### config.mk
export PLATFORM = sky130hd
export DESIGN_NAME = rc4_seq_ctrl_flat
export DESIGN_NICKNAME = d
export VERILOG_FILES = /design/src/rtl/rc4_seq_ctrl_pkg.sv /design/src/rtl/rc4_seq_ctrl_if.sv /design/src/rtl/rc4_seq_ctrl_key_sel.sv /design/src/rtl/rc4_seq_ctrl.sv /design/src/flat_wrapper.sv
export SDC_FILE = /design/constraint.sdc
export NUM_CORES = 1
export LEC_CHECK = 0
export CORE_MARGIN = 4
export CORE_UTILIZATION = 30
export DETAILED_ROUTE_END_ITERATION = 16
export GPL_TIMING_DRIVEN = 0
export PLACE_DENSITY = 0.68
export SYNTH_ARGS = -nofsm -noshare
export SYNTH_HDL_FRONTEND = slang
export SYNTH_SLANG_ARGS = --single-unit
### constraint.sdc
create_clock -name clk -period 8 [get_ports clk]
set_input_delay 1.6 -clock clk [delete_from_list [all_inputs] [get_ports clk]]
set_output_delay 1.6 -clock clk [all_outputs]
set_load 0.005 [all_outputs]
### src/rtl/rc4_seq_ctrl_pkg.sv
// Shared types and constants for the RC4 S-box phase sequencer.
package rc4_seq_ctrl_pkg;

  localparam int SBOX_DEPTH = 256;
  localparam int ADDR_W     = 8;
  localparam int INIT_CYC   = 256;
  localparam int KSA_CYC    = 3;
  localparam int PRGA_CYC   = 5;

  typedef logic [ADDR_W-1:0] byte_t;

  typedef enum logic [3:0] {
    ST_IDLE    = 4'd0,
    ST_INIT    = 4'd1,
    ST_KSA_RDI = 4'd2,
    ST_KSA_RDJ = 4'd3,
    ST_KSA_SWP = 4'd4,
    ST_P_RDI   = 4'd5,
    ST_P_RDJ   = 4'd6,
    ST_P_SWP   = 4'd7,
    ST_P_RDT   = 4'd8,
    ST_P_OUT   = 4'd9
  } state_t;

  // A key length is usable only when it names at least one byte and fits the key bus.
  function automatic logic key_len_legal(input logic [4:0] len, input int max_len);
    return (len != 5'd0) && (int'(len) <= max_len);
  endfunction

endpackage

### src/rtl/rc4_seq_ctrl_if.sv
// S-box RAM ports plus the keystream valid/ready handshake.
interface rc4_seq_ctrl_if;
  import rc4_seq_ctrl_pkg::*;

  byte_t      raddr_1;
  logic [7:0] rdata_1;
  byte_t      waddr_2;
  logic [7:0] wdata_2;
  logic       wen_2;
  byte_t      addr_3;
  logic [7:0] wdata_3;
  logic       wen_3;
  logic [7:0] rdata_3;
  logic [7:0] ks_data;
  logic       ks_valid;
  logic       ks_ready;

  modport master (
    output raddr_1, waddr_2, wdata_2, wen_2, addr_3, wdata_3, wen_3,
    output ks_data, ks_valid,
    input  rdata_1, rdata_3, ks_ready
  );

  modport slave (
    input  raddr_1, waddr_2, wdata_2, wen_2, addr_3, wdata_3, wen_3,
    input  ks_data, ks_valid,
    output rdata_1, rdata_3, ks_ready
  );

endinterface

### src/rtl/rc4_seq_ctrl_key_sel.sv
// Key byte index counter that wraps at key_len-1, plus the key byte multiplexer.
module rc4_seq_ctrl_key_sel
  import rc4_seq_ctrl_pkg::*;
#(
  parameter int KEY_BYTES = 16
) (
  input  logic                   clk,
  input  logic                   rst,
  input  logic                   clear,
  input  logic                   advance,
  input  logic [4:0]             key_len,
  input  logic [8*KEY_BYTES-1:0] key,
  output logic [7:0]             key_byte
);

  logic [4:0] kidx;

  // Step through the key one byte per KSA swap, wrapping by compare so no divider is needed.
  always_ff @(posedge clk or posedge rst) begin
    if (rst) begin
      kidx <= 5'd0;
    end else if (clear) begin
      kidx <= 5'd0;
    end else if (advance) begin
      if (kidx == key_len - 5'd1) begin
        kidx <= 5'd0;
      end else begin
        kidx <= kidx + 5'd1;
      end
    end
  end

  // Pick key byte kidx; byte 0 sits in the least significant bits of the key bus.
  always_comb begin
    key_byte = 8'd0;
    for (int b = 0; b < KEY_BYTES; b++) begin
      if (kidx == 5'(b)) begin
        key_byte = key[b*8 +: 8];
      end
    end
  end

endmodule

### src/rtl/rc4_seq_ctrl.sv
// RC4 phase sequencer: fills the S-box, runs key scheduling, then streams keystream bytes.
module rc4_seq_ctrl
  import rc4_seq_ctrl_pkg::*;
#(
  parameter int KEY_BYTES = 16,
  parameter int LEN_W     = 16
) (
  input  logic                   clk,
  input  logic                   rst,
  input  logic                   start,
  input  logic [8*KEY_BYTES-1:0] key,
  input  logic [4:0]             key_len,
  input  logic [LEN_W-1:0]       msg_len,
  output logic                   busy,
  output logic                   err,
  output logic                   done,
  rc4_seq_ctrl_if.master         bus
);

  state_t           state;
  state_t           state_next;
  byte_t            i;
  byte_t            j;
  byte_t            t;
  byte_t            si;
  byte_t            i_inc;
  byte_t            j_ksa;
  byte_t            j_prga;
  logic [LEN_W-1:0] count;
  logic [LEN_W-1:0] count_next;
  logic [LEN_W-1:0] msg_len_q;
  logic [4:0]       key_len_q;
  logic [7:0]       key_byte;
  logic             done_q;
  logic             err_q;
  logic             start_ok;
  logic             same_ij;
  logic             last_byte;
  logic             init_last;
  logic             sbox_last;

  assign start_ok   = start && key_len_legal(key_len, KEY_BYTES);
  assign i_inc      = i + 8'd1;
  assign j_ksa      = j + bus.rdata_1 + key_byte;
  assign j_prga     = j + bus.rdata_1;
  assign same_ij    = (i == j);
  assign count_next = count + {{(LEN_W-1){1'b0}}, 1'b1};
  assign last_byte  = (count_next == msg_len_q);
  assign init_last  = (i == byte_t'(INIT_CYC - 1));
  assign sbox_last  = (i == byte_t'(SBOX_DEPTH - 1));

  rc4_seq_ctrl_key_sel #(
    .KEY_BYTES (KEY_BYTES)
  ) u_key_sel (
    .clk      (clk),
    .rst      (rst),
    .clear    (state == ST_INIT),
    .advance  (state == ST_KSA_SWP),
    .key_len  (key_len_q),
    .key      (key),
    .key_byte (key_byte)
  );

  // Phase state register; reset drops straight back to IDLE mid-session.
  always_ff @(posedge clk or posedge rst) begin
    if (rst) begin
      state <= ST_IDLE;
    end else begin
      state <= state_next;
    end
  end

  // Phase sequencing: INIT sweep, three-step KSA per i, five-step PRGA per byte with handshake stall.
  always_comb begin
    state_next = state;
    case (state)
      ST_IDLE:    if (start_ok) state_next = ST_INIT;
      ST_INIT:    if (init_last) state_next = ST_KSA_RDI;
      ST_KSA_RDI: state_next = ST_KSA_RDJ;
      ST_KSA_RDJ: state_next = ST_KSA_SWP;
      ST_KSA_SWP: begin
        if (!sbox_last) begin
          state_next = ST_KSA_RDI;
        end else if (msg_len_q == '0) begin
          state_next = ST_IDLE;
        end else begin
          state_next = ST_P_RDI;
        end
      end
      ST_P_RDI:   state_next = ST_P_RDJ;
      ST_P_RDJ:   state_next = ST_P_SWP;
      ST_P_SWP:   state_next = ST_P_RDT;
      ST_P_RDT:   state_next = ST_P_OUT;
      ST_P_OUT: begin
        if (bus.ks_ready) begin
          state_next = last_byte ? ST_IDLE : ST_P_RDI;
        end
      end
      default:    state_next = ST_IDLE;
    endcase
  end

  // Index/temporary registers, session latches and the one-cycle done/err pulses.
  always_ff @(posedge clk or posedge rst) begin
    if (rst) begin
      i         <= '0;
      j         <= '0;
      t         <= '0;
      si        <= '0;
      count     <= '0;
      msg_len_q <= '0;
      key_len_q <= '0;
      done_q    <= 1'b0;
      err_q     <= 1'b0;
    end else begin
      done_q <= 1'b0;
      err_q  <= 1'b0;
      case (state)
        ST_IDLE: begin
          if (start) begin
            if (start_ok) begin
              msg_len_q <= msg_len;
              key_len_q <= key_len;
              i         <= '0;
              j         <= '0;
              count     <= '0;
            end else begin
              err_q <= 1'b1;
            end
          end
        end
        ST_INIT: begin
          i <= i_inc;
          j <= '0;
        end
        ST_KSA_RDJ: begin
          j  <= j_ksa;
          si <= bus.rdata_1;
        end
        ST_KSA_SWP: begin
          i <= i_inc;
          if (sbox_last) begin
            j <= '0;
            if (msg_len_q == '0) begin
              done_q <= 1'b1;
            end
          end
        end
        ST_P_RDI: begin
          i <= i_inc;
        end
        ST_P_RDJ: begin
          j  <= j_prga;
          si <= bus.rdata_1;
        end
        ST_P_SWP: begin
          t <= si + bus.rdata_3;
        end
        ST_P_OUT: begin
          if (bus.ks_ready) begin
            count <= count_next;
            if (last_byte) begin
              done_q <= 1'b1;
            end
          end
        end
        default: ;
      endcase
    end
  end

  // RAM port muxing per phase; in P_OUT the read address stays on t so the RAM output holds the byte.
  always_comb begin
    busy         = (state != ST_IDLE);
    bus.raddr_1  = '0;
    bus.waddr_2  = '0;
    bus.wdata_2  = '0;
    bus.wen_2    = 1'b0;
    bus.addr_3   = '0;
    bus.wdata_3  = '0;
    bus.wen_3    = 1'b0;
    bus.ks_data  = '0;
    bus.ks_valid = 1'b0;
    case (state)
      ST_INIT: begin
        bus.waddr_2 = i;
        bus.wdata_2 = i;
        bus.wen_2   = 1'b1;
      end
      ST_KSA_RDI: bus.raddr_1 = i;
      ST_KSA_RDJ: bus.addr_3  = j_ksa;
      ST_P_RDI:   bus.raddr_1 = i_inc;
      ST_P_RDJ:   bus.addr_3  = j_prga;
      ST_KSA_SWP, ST_P_SWP: begin
        bus.waddr_2 = i;
        bus.wdata_2 = bus.rdata_3;
        bus.addr_3  = j;
        bus.wdata_3 = si;
        bus.wen_2   = !same_ij;
        bus.wen_3   = !same_ij;
      end
      ST_P_RDT:   bus.raddr_1 = t;
      ST_P_OUT: begin
        bus.raddr_1  = t;
        bus.ks_data  = bus.rdata_1;
        bus.ks_valid = 1'b1;
      end
      default: ;
    endcase
  end

  assign err  = err_q;
  assign done = done_q;

endmodule

### src/flat_wrapper.sv
// flat-port wrapper written by rule: the top's interface ports become plain ports
module rc4_seq_ctrl_flat import rc4_seq_ctrl_pkg::*;
#(
  parameter int KEY_BYTES = 16,
  parameter int LEN_W     = 16
)
  (clk, rst, start, key, key_len, msg_len, busy, err, done, bus_raddr_1, bus_waddr_2, bus_wdata_2, bus_wen_2, bus_addr_3, bus_wdata_3, bus_wen_3, bus_ks_data, bus_ks_valid, bus_rdata_1, bus_rdata_3, bus_ks_ready);
  rc4_seq_ctrl_if bus_i ();
  input  logic clk;
  input  logic rst;
  input  logic start;
  input  logic [8*KEY_BYTES-1:0] key;
  input  logic [4:0] key_len;
  input  logic [LEN_W-1:0] msg_len;
  output logic busy;
  output logic err;
  output logic done;
  output wire logic [$bits(bus_i.raddr_1)-1:0] bus_raddr_1;
  output wire logic [$bits(bus_i.waddr_2)-1:0] bus_waddr_2;
  output wire logic [$bits(bus_i.wdata_2)-1:0] bus_wdata_2;
  output wire logic [$bits(bus_i.wen_2)-1:0] bus_wen_2;
  output wire logic [$bits(bus_i.addr_3)-1:0] bus_addr_3;
  output wire logic [$bits(bus_i.wdata_3)-1:0] bus_wdata_3;
  output wire logic [$bits(bus_i.wen_3)-1:0] bus_wen_3;
  output wire logic [$bits(bus_i.ks_data)-1:0] bus_ks_data;
  output wire logic [$bits(bus_i.ks_valid)-1:0] bus_ks_valid;
  input wire logic [$bits(bus_i.rdata_1)-1:0] bus_rdata_1;
  input wire logic [$bits(bus_i.rdata_3)-1:0] bus_rdata_3;
  input wire logic [$bits(bus_i.ks_ready)-1:0] bus_ks_ready;
  assign bus_raddr_1 = bus_i.raddr_1;
  assign bus_waddr_2 = bus_i.waddr_2;
  assign bus_wdata_2 = bus_i.wdata_2;
  assign bus_wen_2 = bus_i.wen_2;
  assign bus_addr_3 = bus_i.addr_3;
  assign bus_wdata_3 = bus_i.wdata_3;
  assign bus_wen_3 = bus_i.wen_3;
  assign bus_ks_data = bus_i.ks_data;
  assign bus_ks_valid = bus_i.ks_valid;
  assign bus_i.rdata_1 = bus_rdata_1;
  assign bus_i.rdata_3 = bus_rdata_3;
  assign bus_i.ks_ready = bus_ks_ready;
  rc4_seq_ctrl #(.KEY_BYTES(KEY_BYTES), .LEN_W(LEN_W)) u_core (.clk(clk), .rst(rst), .start(start), .key(key), .key_len(key_len), .msg_len(msg_len), .busy(busy), .err(err), .done(done), .bus(bus_i));
endmodule
; ---- After elaboration in Yosys (flattened, before gate mapping)
; Index checks and enable logic that the tools add are counted.
[totals]
regBits = 80
in_bits = 169
output_inout_bits = 54
wordCells = 126
[op_classes]
n_addsub = 7
n_lt_le_gt_ge = 1
eq_ne = 33
n_mux = 52
n_reduce_logical = 22
[ops]
columns = cell, count
row1 = 8-bit 2-to-1 mux, 22
row2 = 16-bit 2-to-1 mux, 3
row3 = 8-bit one-hot mux with 3 select lines, 2
row4 = "5-bit by 4-bit == test with 1-bit output, second input constant", 8
row5 = 4-bit one-hot mux with 10 select lines, 1
row6 = 8-bit one-hot mux with 5 select lines, 1
row7 = 16-bit one-hot mux with 2 select lines, 1
row8 = 8-bit one-hot mux with 2 select lines, 2
row9 = 8-bit adder, 3
row10 = "5-bit by 3-bit == test with 1-bit output, second input constant", 4
row11 = "16-bit by 1-bit adder with 16-bit output, second input constant", 1
row12 = 16-bit == test, 1
row13 = "4-bit by 3-bit == test with 1-bit output, second input constant", 4
row14 = 16-bit logical NOT, 1
row15 = 4-bit 2-to-1 mux, 4
row16 = 5-bit 2-to-1 mux, 3
row17 = "5-bit by 2-bit == test with 1-bit output, second input constant", 2
row18 = 5-bit nonzero test, 2
row19 = 1-bit 2-to-1 mux, 9
row20 = 3-bit AND reduction, 3
row21 = "8-bit by 1-bit adder with 8-bit output, second input constant", 1
row22 = "4-bit by 2-bit == test with 1-bit output, second input constant", 2
row23 = "4-bit == test, second input constant", 2
row24 = 8-bit == test, 1
row25 = other kinds (20), 32

; ---- Depth between registers and ports, before layout
; Gate-level depths: netlist of run 1.
[logic_depth]
ltp_word = 19
mapped_depth = 20
mapped_depth_nobuf = 18

; ---- Cells and area by module
; Synthesis of run 1 repeated with hierarchy kept, for this count alone.
[unflattened]
cells_unflattened = 952
area_unflattened_um2 = 7646.1
[by_module_without_submodules]
columns = mod, n_inst, cells_per_inst, area_per_inst_um2, seq_area_each_um2
row1 = rc4_seq_ctrl, 1, 617, 5536.6, 1876.8
row2 = rc4_seq_ctrl_key_sel, 1, 335, 2109.5, 125.1

; ---- Worst setup path after synthesis of run 1
; No wires, ideal clock.
[synth_timing]
path_type = input-to-output
startpoint = in bus_rdata_1[0]
endpoint = out bus_addr_3[7]
arrival_ns = 4.239
required_ns = 6.400
setup_slack_ns = 2.161
cell_stages = 12
n_path_buf = 0
cell_sequence = ha_1 > fa_1 > a21o_1 > a21oi_1 > o21bai_1 > a21oi_1 > xnor2_1 > ha_1 > o41ai_1 > nor3_1 > or4b_1 > nand3_1
[synth_between]
elab_chain_cells = 3
[synth_rtl]
columns = element, line_no
row1 = start: declaration, flat_wrapper.sv:27  ; input wire logic [$bits(bus_i.rdata_1)-1:0] bus_rdata_1;
row2 = 8-bit adder *, "rc4_seq_ctrl.sv:44, rc4_seq_ctrl.sv:45"
row3 = 8-bit adder, rc4_seq_ctrl.sv:44  ; assign j_ksa = j + bus.rdata_1 + key_byte;
row4 = 8-bit one-hot mux with 3 select lines *, rc4_seq_ctrl.sv:184  ; case (state)
row5 = end: declaration, flat_wrapper.sv:22  ; output wire logic [$bits(bus_i.addr_3)-1:0] bus_addr_3;
; Every way passes the cells marked *; elsewhere a longest branch is shown, timed or not.

; ---- Worst setup path after layout of run 1
[layout_timing]
startpoint = reg u_core.u_key_sel.kidx[0]
endpoint = out bus_addr_3[7]
[layout_between]
elab_chain_cells = 19
word_cells_on_any_way = 34
cone_classes = add/sub: 1 / eq/ne: 15 / mux: 17 / reduce/logical: 1
[layout_rtl]
columns = element, line_no
row1 = start: declaration, rc4_seq_ctrl_key_sel.sv:16  ; logic [4:0] kidx;
row2 = start signal: assignment, rc4_seq_ctrl_key_sel.sv:28  ; kidx <= kidx + 5'd1;
row3 = 5-bit logical NOT, rc4_seq_ctrl_key_sel.sv:37  ; if (kidx == 5'(b)) begin
row4 = 8-bit 2-to-1 mux (15 in series), rc4_seq_ctrl_key_sel.sv:37
row5 = 8-bit 2-to-1 mux *, rc4_seq_ctrl_key_sel.sv:37
row6 = 8-bit adder *, rc4_seq_ctrl.sv:44
row7 = 8-bit one-hot mux with 3 select lines *, rc4_seq_ctrl.sv:184
; Marks and branches as above.

==> results of run 1 <==
-- timing repair --
item | CTS | global route
endpoints found under the setup margin | 0 | 1
hold buffers | 0 | 0
hold endpoints to repair | 0 | 0
resized for setup | 0 | 1
-- sequential cells by signal, indices dropped and copies added, names as in the netlist --
signal	count
u_core.err	1
u_core.msg_len_q	16
u_core.si	8
u_core.count	16
u_core.t	8
u_core.j	8
u_core.key_len_q	5
u_core.i	8
u_core.state	4
u_core.u_key_sel.kidx	5
u_core.done	1
-- routing by layer --
| layer | vias up | GRT usage (%) | part of all wire (%) |
|---|---|---|---|
| li1 | 3656 | - | - |
| met1 | 3630 | 23.9 | 43 |
| met2 | 244 | 33.5 | 49 |
| met3 | 40 | 3.96 | 6.3 |
| met4 | 6 | 4.15 | 1.8 |
| met5 | - | 0 | 0.11 |
-- critical path, stage by stage (launching register included) --
cell	delay [ns]
dfrtp_1	0.48
ha_1	0.25
clkbuf_1	0.39
inv_1	0.34
nor2_1	0.18
ha_1	0.27
clkbuf_1	0.36
clkbuf_1	0.38
a21oi_1	0.13
a31oi_1	0.36
ha_1	0.30
a21o_1	0.15
a21oi_1	0.22
o21bai_1	0.12
o41ai_1	0.38
nor3_1	0.13
or4b_1	0.51
nand3_1	0.09
clkdlybuf4s50_1	0.57
-- per-stage QoR --
stage	total power (W)	instances	util, %
after floorplan	0.00187	875	-
after global placement	0.00246	1416	41.6
after detailed placement	0.00251	1417	41.7
after CTS	0.00298	1433	43.1
after global routing	0.00321	1432	43.1
final	0.00296	1432	43.1
-- cells by family after synthesis --
| group | Yosys count | share of synthesized area (%) |
|---|---|---|
| xor gates and xnor gates | 63 | 7.73 |
| buffers and inverters | 88 | 5.40 |
| muxes | 32 | 5.01 |
| DFF | 80 | 28.0 |
| adders and majority gates | 32 | 5.92 |
| and+or+nand+nor | 306 | 22.2 |
| AOI/OAI and AO/OA | 274 | 25.7 |
-- cell usage after synthesis, drive strengths merged, types with 4 or more instances --
library cell	n
a22o	15
ha	29
a211o	5
xnor2	35
a221oi	6
nand3b	6
nand3	23
a211oi	9
a31oi	9
a21o	23
clkbuf	23
o22ai	4
and2	20
nor2	50
buf	28
mux2	30
nor3b	5
and3	9
nand4	8
nor4	11
o211ai	10
inv	37
dfrtp	80
nor3	27
nor2b	15
a2111oi	5
a22oi	15
nand2b	13
a21oi	53
o21bai	7
o21ai	71
o21a	5
o31ai	5
nand2	100
xor2	28
-- power groups by stage --
stage | sequential, W | combinational, W | clock, W
final | 0.000697 | 0.00181 | 0.000455
after global routing | 0.000715 | 0.00201 | 0.000482
after CTS | 0.000696 | 0.00182 | 0.000465
after detailed placement | 0.000702 | 0.00180 | 0
after global placement | 0.000696 | 0.00177 | 0
after floorplan | 0.000647 | 0.00123 | 0
-- cell type report --
cell class                      instances  area, um2
Buffer                                 50        243
Tap cell                              319        399
Clock buffer                            9        225
Timing Repair Buffer                  223       2250
Clock inverter                          7        101
Multi-Input combinational cell        707       4750
Sequential cell                        80       2000
Fill cell                            2366      13400
Inverter                               37        141
-- worst max path at each step --
stage,from,to,slack [ns],depth (start not counted)
after floorplan,bus_rdata_1[0],bus_addr_3[7],2.16,12
after global placement,u_core.u_key_sel.kidx[0],bus_addr_3[7],0.59,19
after detailed placement,u_core.u_key_sel.kidx[0],bus_addr_3[7],0.51,19
after CTS,u_core.u_key_sel.kidx[0],bus_addr_3[7],0.15,19
after global routing,u_core.u_key_sel.kidx[0],bus_addr_3[7],0.02,18
final,u_core.u_key_sel.kidx[0],bus_addr_3[7],0.44,18
==> impl_metrics.env, run 1 <==
export IMPL_yosys_area_top_type="dfrtp_1"
export IMPL_startpoint_type="register"
export IMPL_r2r_end="u_core.j[7]"
export IMPL_power_density_nw_per_um2=293
export IMPL_viasPerCell=5.29
export IMPL_dieArea_um2=26300
export IMPL_pwr_share_clk_pct=15.4
export IMPL_power_leakage_nw=4.22
export IMPL_whs_endpoint="u_core.t[2]"
export IMPL_synth_edf_count=0
export IMPL_async_flop_share_pct=100
export IMPL_min_path_cells=2
export IMPL_ir_drop_mv=0.149
export IMPL_synth_cell_types=77
export IMPL_grt_usage_pct=19.0
export IMPL_place_congestion=0.940
export IMPL_drt_first_pass_iters=5
export IMPL_timing_rr_start="u_core.u_key_sel.kidx[0]"
export IMPL_initial_utilization_pct=30.4
export IMPL_period_minus_slack_ns=7.56
export IMPL_slew_limit_headroom_pct=26.3
export IMPL_rr_worst_depth=17
export IMPL_rsz0062_at_grt="false"
export IMPL_syn_nets=1076
export IMPL_final_setup_viol_count=0
export IMPL_ys_ff_latch=80
export IMPL_synth_top_area_share_pct=28.0
export IMPL_arrival_ns=5.96
export IMPL_seq_power_share_pct=23.5
export IMPL_hold_viol=0
export IMPL_critPathRequiredTime_ns=6.40
export IMPL_holdWs_ns=0.507
export IMPL_worst_r2r_setup_slack_ns=2.89
export IMPL_comb_power_share_pct=61.1
export IMPL_clk_path_buf_depth=2
export IMPL_swShare_pct=42.7
export IMPL_drv_cap=0
export IMPL_cts_sinks=80
export IMPL_drc=0
export IMPL_worst_setup_path_end_kind="primary output"
export IMPL_syn_area_um2=7140
export IMPL_worst_slack_ns=0.439
export IMPL_switchingPower_w=0.00126
export IMPL_cts_tree="yes"
export IMPL_grt_first_pass_wirelength_um=40300
export IMPL_pre_cts_slack_ns=0.514
export IMPL_ys_top_cells_by_area="dfrtp_1 (28%), nand2_1 (5.3%), ha_1 (5.1%), o21ai_0 (4.8%), mux2_2 (4.7%)"
export IMPL_fin_area_um2=10100
export IMPL_wl_per_cell_um=17.9
export IMPL_routed_wl_um=25600
export IMPL_io_pins=223
export IMPL_yosys_warnings=0
export IMPL_gr_total_overflow=0
export IMPL_die_h_um=162
export IMPL_synth_seq_area_share_pct=28.0
export IMPL_timing_setup_tns_ns=0
export IMPL_fin_crit_sh_pct=94.5
export IMPL_root_buffer="clkbuf_16"
export IMPL_clock_skew_ns=0.00977
export IMPL_antenna_found_initial=3
export IMPL_rows=56
export IMPL_crit_type="register to primary output"
export IMPL_via_count=7576
export IMPL_place_area_um2=9790
export IMPL_htree_levels=3
export IMPL_layout_nets=1309
export IMPL_drv_slew=0
export IMPL_num_antenna_cells=0
export IMPL_synthToLayoutAreaGrowth_pct=41.7
export IMPL_cts_setup_buffers=0
export IMPL_grt_max_degree=59
export IMPL_synth_ff_type="dfrtp_1"
export IMPL_dp_hpwl_um=20500
export IMPL_outcome="finished, final reports clean"
export IMPL_final_cell_mix="clkdlybuf4s50_1 (222), nand2_1 (100), dfrtp_1 (80)"
export IMPL_clkTransAtPathRegs_ns=0.06
export IMPL_ant_nets=0
export IMPL_coreArea_um2=23500
export IMPL_clock_latency_ns=0.34
export IMPL_die_w_um=162
export IMPL_min_from="u_core.t[2]"
export IMPL_drive_gt1_share_pct=7.73
export IMPL_numCtsBuffers=9
export IMPL_postSynthAreaPerCell_um2=8.16
export IMPL_final_common_cell="clkdlybuf4s50_1"
export IMPL_grt_pass1_vias=7596
export IMPL_drt_iter0_drc=538
export IMPL_max_freq_ghz=0.132
export IMPL_p_int_w=0.00170
export IMPL_worstMarginPinSlew_ns=1.10
export IMPL_portBuffers=222
export IMPL_netlist_instances=875
export IMPL_hold_path_class="register to register"
export IMPL_cp_max_fo=13
(Power assumes the default switching activity.)
==> run 2, diff against run 1 <==
- CAP_MARGIN: unset -> 25
- REMOVE_ABC_BUFFERS: unset -> 1
==> run 2 against run 1 <==
- sequential cell count is the same
- wire length fell by 3.6%
- clock-buffer cell count grew 2
- die area unchanged
- global-route usage is 0.74 points lower
- clock power is 5.3% lower
- critical path depth down 1
- highest routed layer unchanged
==> impl_metrics.env, run 2 (same netlist as run 1, synthesis figures left out) <==
export IMPL_timing_setup_tns_ns=0
export IMPL_antenna_found_initial=3
export IMPL_drv_cap=0
export IMPL_clk_path_buf_depth=2
export IMPL_worstMarginPinSlew_ns=0.975
export IMPL_coreArea_um2=23500
export IMPL_cp_cell_sequence="clkdlybuf4s50_1 -> nand2_1 -> o211ai_1 -> o211a_1 -> a211oi_1 -> a211oi_1 -> o311ai_0 -> a32oi_1 -> ha_1 -> a21o_1 -> a21oi_1 -> o21bai_1 -> o41ai_1 -> nor3_1 -> or4b_1 -> nand3_1 -> clkdlybuf4s50_1"
export IMPL_num_antenna_cells=0
export IMPL_final_setup_viol_count=0
export IMPL_io_pins=223
export IMPL_portBuffers=222
export IMPL_outcome="finished, final reports clean"
export IMPL_grt_max_degree=47
export IMPL_power_leakage_nw=4.10
export IMPL_rsz0062_at_grt="false"
export IMPL_synthToLayoutAreaGrowth_pct=39.5
export IMPL_crit_slowest_cell="o311ai_0"
export IMPL_worst_setup_path_end_kind="primary output"
export IMPL_seq_power_share_pct=25.4
export IMPL_fin_crit_sh_pct=95.4
export IMPL_drive_gt1_share_pct=6.28
export IMPL_max_freq_ghz=0.131
export IMPL_slew_limit_headroom_pct=34.8
export IMPL_pwr_share_clk_pct=14.8
export IMPL_cp_max_fo=2
export IMPL_routed_wl_um=24700
export IMPL_numCtsBuffers=9
export IMPL_clkTransAtPathRegs_ns=0.06
export IMPL_hold_viol=0
export IMPL_dp_hpwl_um=19100
export IMPL_drc=0
export IMPL_gr_total_overflow=0
export IMPL_die_h_um=162
export IMPL_p_int_w=0.00169
export IMPL_place_congestion=0.912
export IMPL_ant_nets=0
export IMPL_swShare_pct=42.1
export IMPL_cp_slowest_stage_delay_ns=0.71
export IMPL_critPathBufInv=2
export IMPL_clock_latency_ns=0.34
export IMPL_cts_hold_buf=0
export IMPL_comb_power_share_pct=59.8
export IMPL_cts_sinks=80
export IMPL_arrival_ns=6.03
export IMPL_grt_pass1_vias=7292
export IMPL_grt_usage_pct=18.2
export IMPL_period_minus_slack_ns=7.63
export IMPL_cts_tree="yes"
export IMPL_via_count=7374
export IMPL_critPathRequiredTime_ns=6.40
export IMPL_initial_utilization_pct=30.4
export IMPL_final_common_cell="clkdlybuf4s50_1"
export IMPL_utilization_pct=42.4
export IMPL_power_total_w=0.00292
export IMPL_final_cell_mix="clkdlybuf4s50_1 (222), nand2_1 (100), dfrtp_1 (80)"
export IMPL_grt_first_pass_wirelength_um=39000
export IMPL_dieArea_um2=26300
export IMPL_drv_slew=0
export IMPL_cp_top_family="compound AO/OA/AOI/OAI gates"
export IMPL_clock_skew_ns=0.00726
export IMPL_htree_levels=3
export IMPL_drt_first_pass_iters=6
export IMPL_viasPerCell=5.32
export IMPL_wl_per_cell_um=17.8
export IMPL_drt_iter0_drc=502
export IMPL_crit_type="primary input to primary output"
export IMPL_switchingPower_w=0.00123
export IMPL_startpoint_type="primary input"
export IMPL_rows=56
export IMPL_largest_registers="u_core.count (16), u_core.msg_len_q (16)"
export IMPL_hold_path_class="register to register"
export IMPL_die_w_um=162
export IMPL_root_buffer="clkbuf_16"
export IMPL_power_density_nw_per_um2=293
export IMPL_layout_nets=1265
export IMPL_ir_drop_mv=0.161
-- run 2: cell count changes in the layout (fill, tap and decap cells not counted), sizes merged --
cell and delta:
buf -22, clkbuf -20, inv -4
-- run 2: what timing repair did --
action	in CTS	in global routing
resized for setup	0	2
buffers inserted	0	0
setup endpoints to repair	0	1
-- run 2: final timing paths --
check / to / slack (ns) / cells past startpoint / startpoint
worst max register to register: u_core.j[7] / 3.07 / 18 / u_core.u_key_sel.kidx[0]
worst min register to register: u_core.t[5] / 0.50 / 2 / u_core.t[5]
min in group asynchronous: u_core.msg_len_q[11] / 1.64 / 2 / rst
max in group asynchronous: u_core.state[1] / 5.76 / 3 / rst
worst max-delay path: bus_addr_3[7] / 0.37 / 17 / key[8]
worst min-delay path: u_core.t[5] / 0.50 / 2 / u_core.t[5]
-- run 2: cell type report --
| type | instances | area, um2 |
|---|---|---|
| well taps | 319 | 399 |
| flip-flops and latches | 80 | 2000 |
| clock inverters | 3 | 68.8 |
| clock buffers | 11 | 233 |
| repair buffers | 229 | 2350 |
| inverters | 37 | 145 |
| multi-input cells | 707 | 4760 |
| fillers | 2349 | 13500 |
-- run 2: power groups by stage --
stage / combinational [W] / sequential, W / clock (W)
finish: 0.00174 / 0.000742 / 0.000431
floorplan: 0.00116 / 0.000675 / 0
global route: 0.00193 / 0.000767 / 0.000455
CTS: 0.00174 / 0.000739 / 0.000442
detailed placement: 0.00173 / 0.000745 / 0
global placement: 0.00168 / 0.000740 / 0
-- run 2: metrics by stage --
| step | setup WS, ns | instances | hold slack [ns] | instance area (um2) |
|---|---|---|---|---|
| floorplan | 2.15 | 824 | 0.449 | 6890 |
| global placement | 0.395 | 1365 | 0.474 | 9510 |
| detailed placement | 0.386 | 1370 | 0.482 | 9600 |
| CTS | 0.0654 | 1384 | 0.499 | 9900 |
| global route | 0.0130 | 1386 | 0.526 | 9960 |
| finish | 0.365 | 1386 | 0.498 | 9960 |
-- run 2: per-layer routing --
layer  vias to the layer above  global-route usage, %  routed length, um
met5                         -                      0                 38
met3                        37                   3.98               1500
li1                       3562                      -                  -
met1                      3542                   23.8              10900
met4                         6                   5.07                495
met2                       227                   30.5              11700
-- run 2: tightest hold or removal path, stage by stage (launching register included) --
cell     delay [ns]
dfrtp_1        0.34
nand2_1        0.05
o21ai_0        0.07
==> run 3, diff against run 2 <==
- GPL_ROUTABILITY_DRIVEN: unset -> 0
==> results of run 3 <==
No change in the layout: final DEF, timing and power equal those of run 2.
